### src/rtl/div_8_8.sv
// div_8_8 - sequential unsigned radix-2 restoring divider.
// It produces one quotient bit per clock, MSB first, and has valid/ready
// handshakes on both the operand side and the result side.
//
// Ports:
//   clk          clock, rising edge
//   rst          synchronous reset, active low
//   in_valid     a/b valid
//   in_ready     divider idle, can accept an operation
//   a, b         dividend, divisor (WIDTH bits, unsigned)
//   out_valid    quot/rem/div_by_zero valid
//   out_ready    consumer accepts the result
//   quot, rem    floor(a/b), a mod b  (b==0: all ones, a)
//   div_by_zero  set together with the result when b was 0
module div_8_8 #(
  parameter int WIDTH = 8
) (
  input  logic             clk,
  input  logic             rst,
  input  logic             in_valid,
  output logic             in_ready,
  input  logic [WIDTH-1:0] a,
  input  logic [WIDTH-1:0] b,
  output logic             out_valid,
  input  logic             out_ready,
  output logic [WIDTH-1:0] quot,
  output logic [WIDTH-1:0] rem,
  output logic             div_by_zero
);

  localparam int CNT_W = $clog2(WIDTH) + 1;

  typedef enum logic [1:0] {IDLE, BUSY, DONE} state_t;

  state_t             state_q, state_d;
  logic [WIDTH:0]     prem_q, prem_d;   // partial remainder
  logic [WIDTH-1:0]   dvd_q, dvd_d;     // dividend in, quotient bits shift in at LSB
  logic [WIDTH-1:0]   dsr_q, dsr_d;     // captured divisor
  logic [CNT_W-1:0]   cnt_q, cnt_d;
  logic [WIDTH-1:0]   quot_q, quot_d;
  logic [WIDTH-1:0]   rem_q, rem_d;
  logic               dbz_q, dbz_d;

  // One iteration: the shifted remainder is always < 2*divisor, so it fits
  // WIDTH+1 bits. The extra top bit of diff acts as the borrow (sign).
  logic [WIDTH:0]     shifted;
  logic [WIDTH+1:0]   diff;
  logic               qbit;
  logic [WIDTH:0]     prem_nxt;
  logic [WIDTH-1:0]   dvd_nxt;

  always_comb begin
    shifted  = {prem_q[WIDTH-1:0], dvd_q[WIDTH-1]};
    diff     = {1'b0, shifted} - {2'b00, dsr_q};
    qbit     = ~diff[WIDTH+1];
    prem_nxt = qbit ? diff[WIDTH:0] : shifted;
    dvd_nxt  = {dvd_q[WIDTH-2:0], qbit};
  end

  always_comb begin
    state_d = state_q;
    prem_d  = prem_q;
    dvd_d   = dvd_q;
    dsr_d   = dsr_q;
    cnt_d   = cnt_q;
    quot_d  = quot_q;
    rem_d   = rem_q;
    dbz_d   = dbz_q;
    case (state_q)
      IDLE: begin
        if (in_valid) begin
          if (b != '0) begin
            prem_d  = '0;
            dvd_d   = a;
            dsr_d   = b;
            cnt_d   = '0;
            state_d = BUSY;
          end else begin
            quot_d  = '1;
            rem_d   = a;
            dbz_d   = 1'b1;
            state_d = DONE;
          end
        end
      end
      BUSY: begin
        prem_d = prem_nxt;
        dvd_d  = dvd_nxt;
        cnt_d  = cnt_q + CNT_W'(1);
        if (cnt_q == CNT_W'(WIDTH - 1)) begin
          quot_d  = dvd_nxt;
          rem_d   = prem_nxt[WIDTH-1:0];
          dbz_d   = 1'b0;
          state_d = DONE;
        end
      end
      DONE: begin
        if (out_ready) state_d = IDLE;
      end
      default: state_d = IDLE;
    endcase
  end

  always_ff @(posedge clk) begin
    if (!rst) begin
      state_q <= IDLE;
      prem_q  <= '0;
      dvd_q   <= '0;
      dsr_q   <= '0;
      cnt_q   <= '0;
      quot_q  <= '0;
      rem_q   <= '0;
      dbz_q   <= 1'b0;
    end else begin
      state_q <= state_d;
      prem_q  <= prem_d;
      dvd_q   <= dvd_d;
      dsr_q   <= dsr_d;
      cnt_q   <= cnt_d;
      quot_q  <= quot_d;
      rem_q   <= rem_d;
      dbz_q   <= dbz_d;
    end
  end

  // Handshake flags are decoded straight from the state register.
  assign in_ready    = (state_q == IDLE);
  assign out_valid   = (state_q == DONE);
  assign quot        = quot_q;
  assign rem         = rem_q;
  assign div_by_zero = dbz_q;

endmodule

### config.mk
export PLATFORM = sky130hd
export DESIGN_NAME = div_8_8
export DESIGN_NICKNAME = d
export VERILOG_FILES = /design/src/rtl/div_8_8.sv
export SDC_FILE = /design/constraint.sdc
export NUM_CORES = 1
export LEC_CHECK = 0
export BUFFER_PORTS_ARGS = -buffer_cell sky130_fd_sc_hd__buf_4
export CAP_MARGIN = 20
export CORE_MARGIN = 5
export CORE_UTILIZATION = 40
export CTS_CLUSTER_SIZE = 24
export DETAILED_ROUTE_END_ITERATION = 6
export PLACE_DENSITY = 0.62
export SLEW_MARGIN = 5
export SYNTH_ARGS = -nofsm -noshare
export SYNTH_HDL_FRONTEND = slang
export SYNTH_SLANG_ARGS = --single-unit
### constraint.sdc
create_clock -name clk -period 5.55 [get_ports clk]
set_input_delay 1.11 -clock clk [delete_from_list [all_inputs] [get_ports clk]]
set_output_delay 1.11 -clock clk [all_outputs]
set_load 0.02 [all_outputs]
# After elaboration in Yosys (flattened, before gate mapping)
# Cells that the tools add are included.
dict set report totals {
  reg_bits 47
  input_bits 20
  out_inout_bits 19
  word_cells 53
}
dict set report op_classes {
  add_sub_neg 2
  eq_ne 8
  n_mux 27
  bitwise_logic 1
  n_reduce_logical 7
}
# cell n
set ops {}
lappend ops {{$mux W8} 11}
lappend ops {{$pmux W8 S2} 4}
lappend ops {{$sub A9 B8 Y10} 1}
lappend ops {{$reduce_and A3 Y1} 3}
lappend ops {{$mux W2} 4}
lappend ops {{$mux W4} 2}
lappend ops {{$pmux W4 S2} 1}
lappend ops {{$reduce_bool A8 Y1} 1}
lappend ops {{$ne A2 B2 Y1 const B} 3}
lappend ops {{$pmux W2 S3} 1}
lappend ops {{$add A4 B1 Y4 const B} 1}
lappend ops {{$eq A4 B3 Y1 const B} 1}
lappend ops {{$ne A2 B1 Y1 const B} 2}
lappend ops {{$reduce_and A4 Y1} 1}
lappend ops {{$mux W1} 3}
lappend ops {{$eq A2 B1 Y1 const B} 1}
lappend ops {{$eq A2 B2 Y1 const B} 1}
lappend ops {{$logic_not A2 Y1} 1}
lappend ops {{$pmux W1 S2} 1}
lappend ops {{$reduce_bool A2 Y1} 1}
lappend ops {{$not A1 Y1} 1}

# Longest topological paths before layout
dict set report depth {
  word_depth 4
  depth_mapped 10
  ltp_nobuf 10
}

# Worst setup path after synthesis
# Ideal clock, no wire load.
dict set report synth_path {
  kind {input to register}
  start {input port b[7]}
  end {register dvd_q[1]}
  setup_ps 116
  t_arrival_ps 2415
  t_required_ps 5434
  slack_ps 3019
  path_stages 5
  n_path_buf 1
  cell_sequence {or4_1 > o21ai_1 > a21oi_1 > buf_2 > o211a_1}
}
dict set report synth_between {
  elab_chain_cells 3
}
# item line_no
set synth_lines {}
lappend synth_lines {{start, declared} 23} ;# input logic [WIDTH-1:0] b,
lappend synth_lines {{$reduce_bool A8 Y1} 72} ;# if (b != '0) begin
lappend synth_lines {{$ne A2 B1 Y1 (no source line)} --}
lappend synth_lines {{$reduce_and A3 Y1 (no source line)} --}
lappend synth_lines {{end signal, assigned} 117} ;# dvd_q <= dvd_d;
lappend synth_lines {{end, declared} 37} ;# logic [WIDTH-1:0] dvd_q, dvd_d;
# Every way passes these cells.
# A chain may end at the register's enable or synchronous reset.

# Worst setup path after layout
dict set report layout_path {
  start {input port b[7]}
  end {register rem_q[1] (netlist: rem[1])}
}
dict set report layout_between {
  elab_chain_cells 3
}
# item line_no
set layout_lines {}
lappend layout_lines {{$reduce_bool A8 Y1} 72}
lappend layout_lines {{$ne A2 B2 Y1 (no source line)} --}
lappend layout_lines {{$reduce_and A4 Y1 (no source line)} --}
lappend layout_lines {{end signal, assigned} 121} ;# rem_q <= rem_d;
lappend layout_lines {{end, declared} 41} ;# logic [WIDTH-1:0] rem_q, rem_d;
# Every way passes these cells.

==> insert_results.sql <==
INSERT INTO impl_metrics (metric_group, metric, value, unit) VALUES
('status', 'outcome', 'completed', ''),
('sta', 'clock-skew-final', '0.00945', 'ns'),
('floorplan', 'die_x', '88.0', 'um'),
('sta', 'final.period_utilization', '0.521', ''),
('global_routing', 'grt_first_pass_wirelength', '9760', 'um'),
('clocking', 'insertion_delay', '0.30', 'ns'),
('setup_path', 'timing.critical_path.from_type', 'input pin', ''),
('logic_synthesis', 'synth_largest_type_area_fraction', '0.386', ''),
('logic_synthesis', 'count_of_flip_flops_with_a_built_in_enable_after_synthesis', '0', ''),
('logic_synthesis', 'ys_types', '56', ''),
('logic_synthesis', 'synth-seq-area-share', '0.386', ''),
('floorplan', 'chipHeight', '88.0', 'um'),
('layout', 'diodes', '0', ''),
('routing', 'num_vias', '2128', ''),
('global_routing', 'largest_net_degree_at_the_start_of_global_routing', '47', ''),
('global_routing', 'antenna_found_initial', '0', ''),
('floorplan', 'start_util', '0.411', ''),
('logic_synthesis', 'postSynthAreaPerCell', '8.82', 'sq um'),
('routing', 'detail_route.drc_violations', '0', ''),
('logic_synthesis', 'ys_dominant_reg_cell', 'sky130_fd_sc_hd__dfxtp_1', ''),
('floorplan', 'die_outline_area', '7750', 'sq um'),
('routing', 'detailedRoute.firstIterationViolations', '136', ''),
('logic_synthesis', 'synthMostInstantiatedCell', 'sky130_fd_sc_hd__dfxtp_1', ''),
('logic_synthesis', 'postSynthRegisterBits', '47', ''),
('sta', 'min_period', '2.89', 'ns'),
('layout', 'post_route_cells_drive_above_1_share', '0.213', ''),
('logic_synthesis', 'syn_area', '2430', 'sq um'),
('setup_path', 'buffer_and_inverter_count_on_the_worst_path', '1', ''),
('worst_hold_path', 'worst_hold_path_type', 'reg -> reg', ''),
('sta', 'slew-limit-headroom', '0.419', ''),
('setup_path', 'cp_max_fo', '20', ''),
('power_and_ir_drop', 'power_per_cell_area', '335', 'nW/um^2'),
('clocking', 'tritoncts.num_buffers', '5', ''),
('logic_synthesis', 'async_flop_share', '0', ''),
('clocking', 'htreeDepth', '2', ''),
('floorplan', 'core-area', '5920', 'sq um'),
('global_routing', 'grt_pass1_vias', '2013', ''),
('sta', 'report.final.slew_viol_count', '0', ''),
('sta', 'totalNegativeSetupSlack', '0', 'ns'),
('setup_path', 'crit_required', '5.77', 'ns'),
('place', 'place_congestion', '0.823', ''),
('routing', 'drt.antenna.violating_nets', '0', ''),
('logic_synthesis', 'number_of_instances_in_the_synthesized_netlist', '276', ''),
('place', 'place_hpwl', '4420', 'um'),
('logic_synthesis', 'most_instantiated_cells_after_synthesis', 'sky130_fd_sc_hd__dfxtp_1, sky130_fd_sc_hd__nand2_1, sky130_fd_sc_hd__nand3_1', ''),
('setup_path', 'crit_path_cell_chain', 'buf_4, or4_1, or2_4, a21boi_2, o21ai_0, a41oi_1', ''),
('routing', 'detailedRoute.firstPassIterationCount', '4', ''),
('layout', 'finish.instance_area', '2860', 'sq um'),
('floorplan', 'placementRows', '28', ''),
('power_and_ir_drop', 'peakVddDrop', '149', 'uV'),
('clocking', 'cts.sinks', '47', ''),
('routing', 'drt-wirelength-per-cell', '15.3', 'um'),
('sta', 'max_slew.worst_pin.slew', '0.866', 'ns'),
('setup_path', 'r2r_slack', '3.10', 'ns'),
('layout', 'synthToLayoutAreaGrowth', '17.6', '%'),
('logic_synthesis', 'synth_top_cells_by_area', 'sky130_fd_sc_hd__dfxtp_1, sky130_fd_sc_hd__nand2_1, sky130_fd_sc_hd__ha_1', ''),
('place', 'dpl-instance-area', '2780', 'sq um'),
('setup_path', 'critical_path.slowest_cell', 'sky130_fd_sc_hd__a21boi_2', ''),
('sta', 'finalSetupViolations', '0', ''),
('flow_run', 'max-cap-violations', '0', ''),
('clocking', 'post_cts_hold_buffer_count', '0', ''),
('setup_path', 'criticalPathCategory', 'in -> reg', ''),
('global_routing', 'global_route.usage.total', '0.159', ''),
('global_routing', 'total_overflow_reported_by_the_global_router', '0', ''),
('power_and_ir_drop', 'power_leakage', '1.23', 'nW'),
('clocking', 'cts.path.max_buffers', '2', ''),
('clocking', 'post_cts.resized_instances', '0', ''),
('sta', 'fmax', '346', 'MHz'),
('clocking', 'clock-root-buffer', 'sky130_fd_sc_hd__clkbuf_8', ''),
('clocking', 'cts_tree', 'yes', ''),
('layout', 'fin_nets', '339', '');
metal layers:
| metal | share of wire | global-route usage |
|---|---|---|
| met1 | 0.49 | 0.224 |
| met2 | 0.45 | 0.244 |
| met3 | 0.061 | 0.0405 |
| met4 | 0.0058 | 0.0385 |
| met5 | 0 | 0 |
cell usage in the layout, fill, tap and decap left out, types with 2 or more instances in the layout:
cell                         count
sky130_fd_sc_hd__a21boi_0        3
sky130_fd_sc_hd__clkinvlp_4      2
sky130_fd_sc_hd__nor2_1         13
sky130_fd_sc_hd__nand2b_1        3
sky130_fd_sc_hd__mux2i_1        10
sky130_fd_sc_hd__nand3_1        17
sky130_fd_sc_hd__inv_1          13
sky130_fd_sc_hd__clkbuf_8        5
sky130_fd_sc_hd__o221a_2         8
sky130_fd_sc_hd__a21oi_1        10
sky130_fd_sc_hd__and3_1          2
sky130_fd_sc_hd__o211ai_1        2
sky130_fd_sc_hd__buf_4          41
sky130_fd_sc_hd__nor2b_1        14
sky130_fd_sc_hd__a21o_1          3
sky130_fd_sc_hd__a211oi_1        2
sky130_fd_sc_hd__nand2_1        31
sky130_fd_sc_hd__nor3b_1         2
sky130_fd_sc_hd__o2bb2ai_1       3
sky130_fd_sc_hd__o211a_1         7
sky130_fd_sc_hd__o21a_1          5
sky130_fd_sc_hd__xnor2_1         2
sky130_fd_sc_hd__o21ai_1         2
sky130_fd_sc_hd__ha_1            9
sky130_fd_sc_hd__o21ai_0        13
sky130_fd_sc_hd__a31oi_1        10
sky130_fd_sc_hd__dfxtp_1        47
sky130_fd_sc_hd__a211o_1         2
cell families after synthesis:
kind of cell             Yosys count  synth area share
adder cells (fa/ha/maj)           10            0.0545
multiplexers                      10            0.0411
flip-flops                        47             0.386
AO/OA/AOI/OAI                     84             0.263
XOR/XNOR                           3            0.0108
buffers and inverters             28            0.0478
AND/OR/NAND/NOR                   94             0.197
power breakdown:
group	switching, mW	leakage (nW)	total [mW]	internal (mW)
Clock	0.115	0.0402	0.203	0.0877
Sequential	0.0245	0.385	0.391	0.366
Combinational	0.218	0.801	0.365	0.147
stage by stage:
step / worst slack (ns) / hold slack (ns) / power, mW / utilization / cells
floorplan: 3.02 / 0.443 / 0.664 / - / 276
global placement: 2.38 / 0.460 / 0.759 / 0.469 / 377
detailed placement: 2.35 / 0.468 / 0.761 / 0.469 / 377
CTS: 2.65 / 0.483 / 0.966 / 0.484 / 385
global route: 2.46 / 0.503 / 1.03 / 0.484 / 385
finish: 2.66 / 0.479 / 0.959 / 0.484 / 385
registers in the layout, summed over array words and instances, names as in the netlist:
name,flops
cnt_q,4
div_by_zero,1
dsr_q,8
dvd_q,8
prem_q,8
quot,8
rem,8
state_q,2
path summary, 6_finish.rpt:
check	startpoint	endpoint	depth (start not counted)
max reg2reg	dsr_q[6]	rem[2]	8
min reg2reg	prem_q[7]	prem_q[7]	2
max	b[7]	rem[1]	6
min	prem_q[7]	prem_q[7]	2
area by class of cell:
| class | instances | area [sq um] |
|---|---|---|
| tap | 75 | 93.8 |
| sequential | 47 | 941 |
| clock buffer | 5 | 68.8 |
| timing repair buffer | 41 | 308 |
| multi-input combinational | 201 | 1380 |
| fill | 591 | 3060 |
| clock inverter | 3 | 20.0 |
| inverter | 13 | 48.8 |
worst min-delay path: stages (launching register included):
cell and delay (ns):
sky130_fd_sc_hd__dfxtp_1 0.32, sky130_fd_sc_hd__nand2_1 0.05, sky130_fd_sc_hd__a21boi_0 0.06
(Power assumes the default switching activity.)
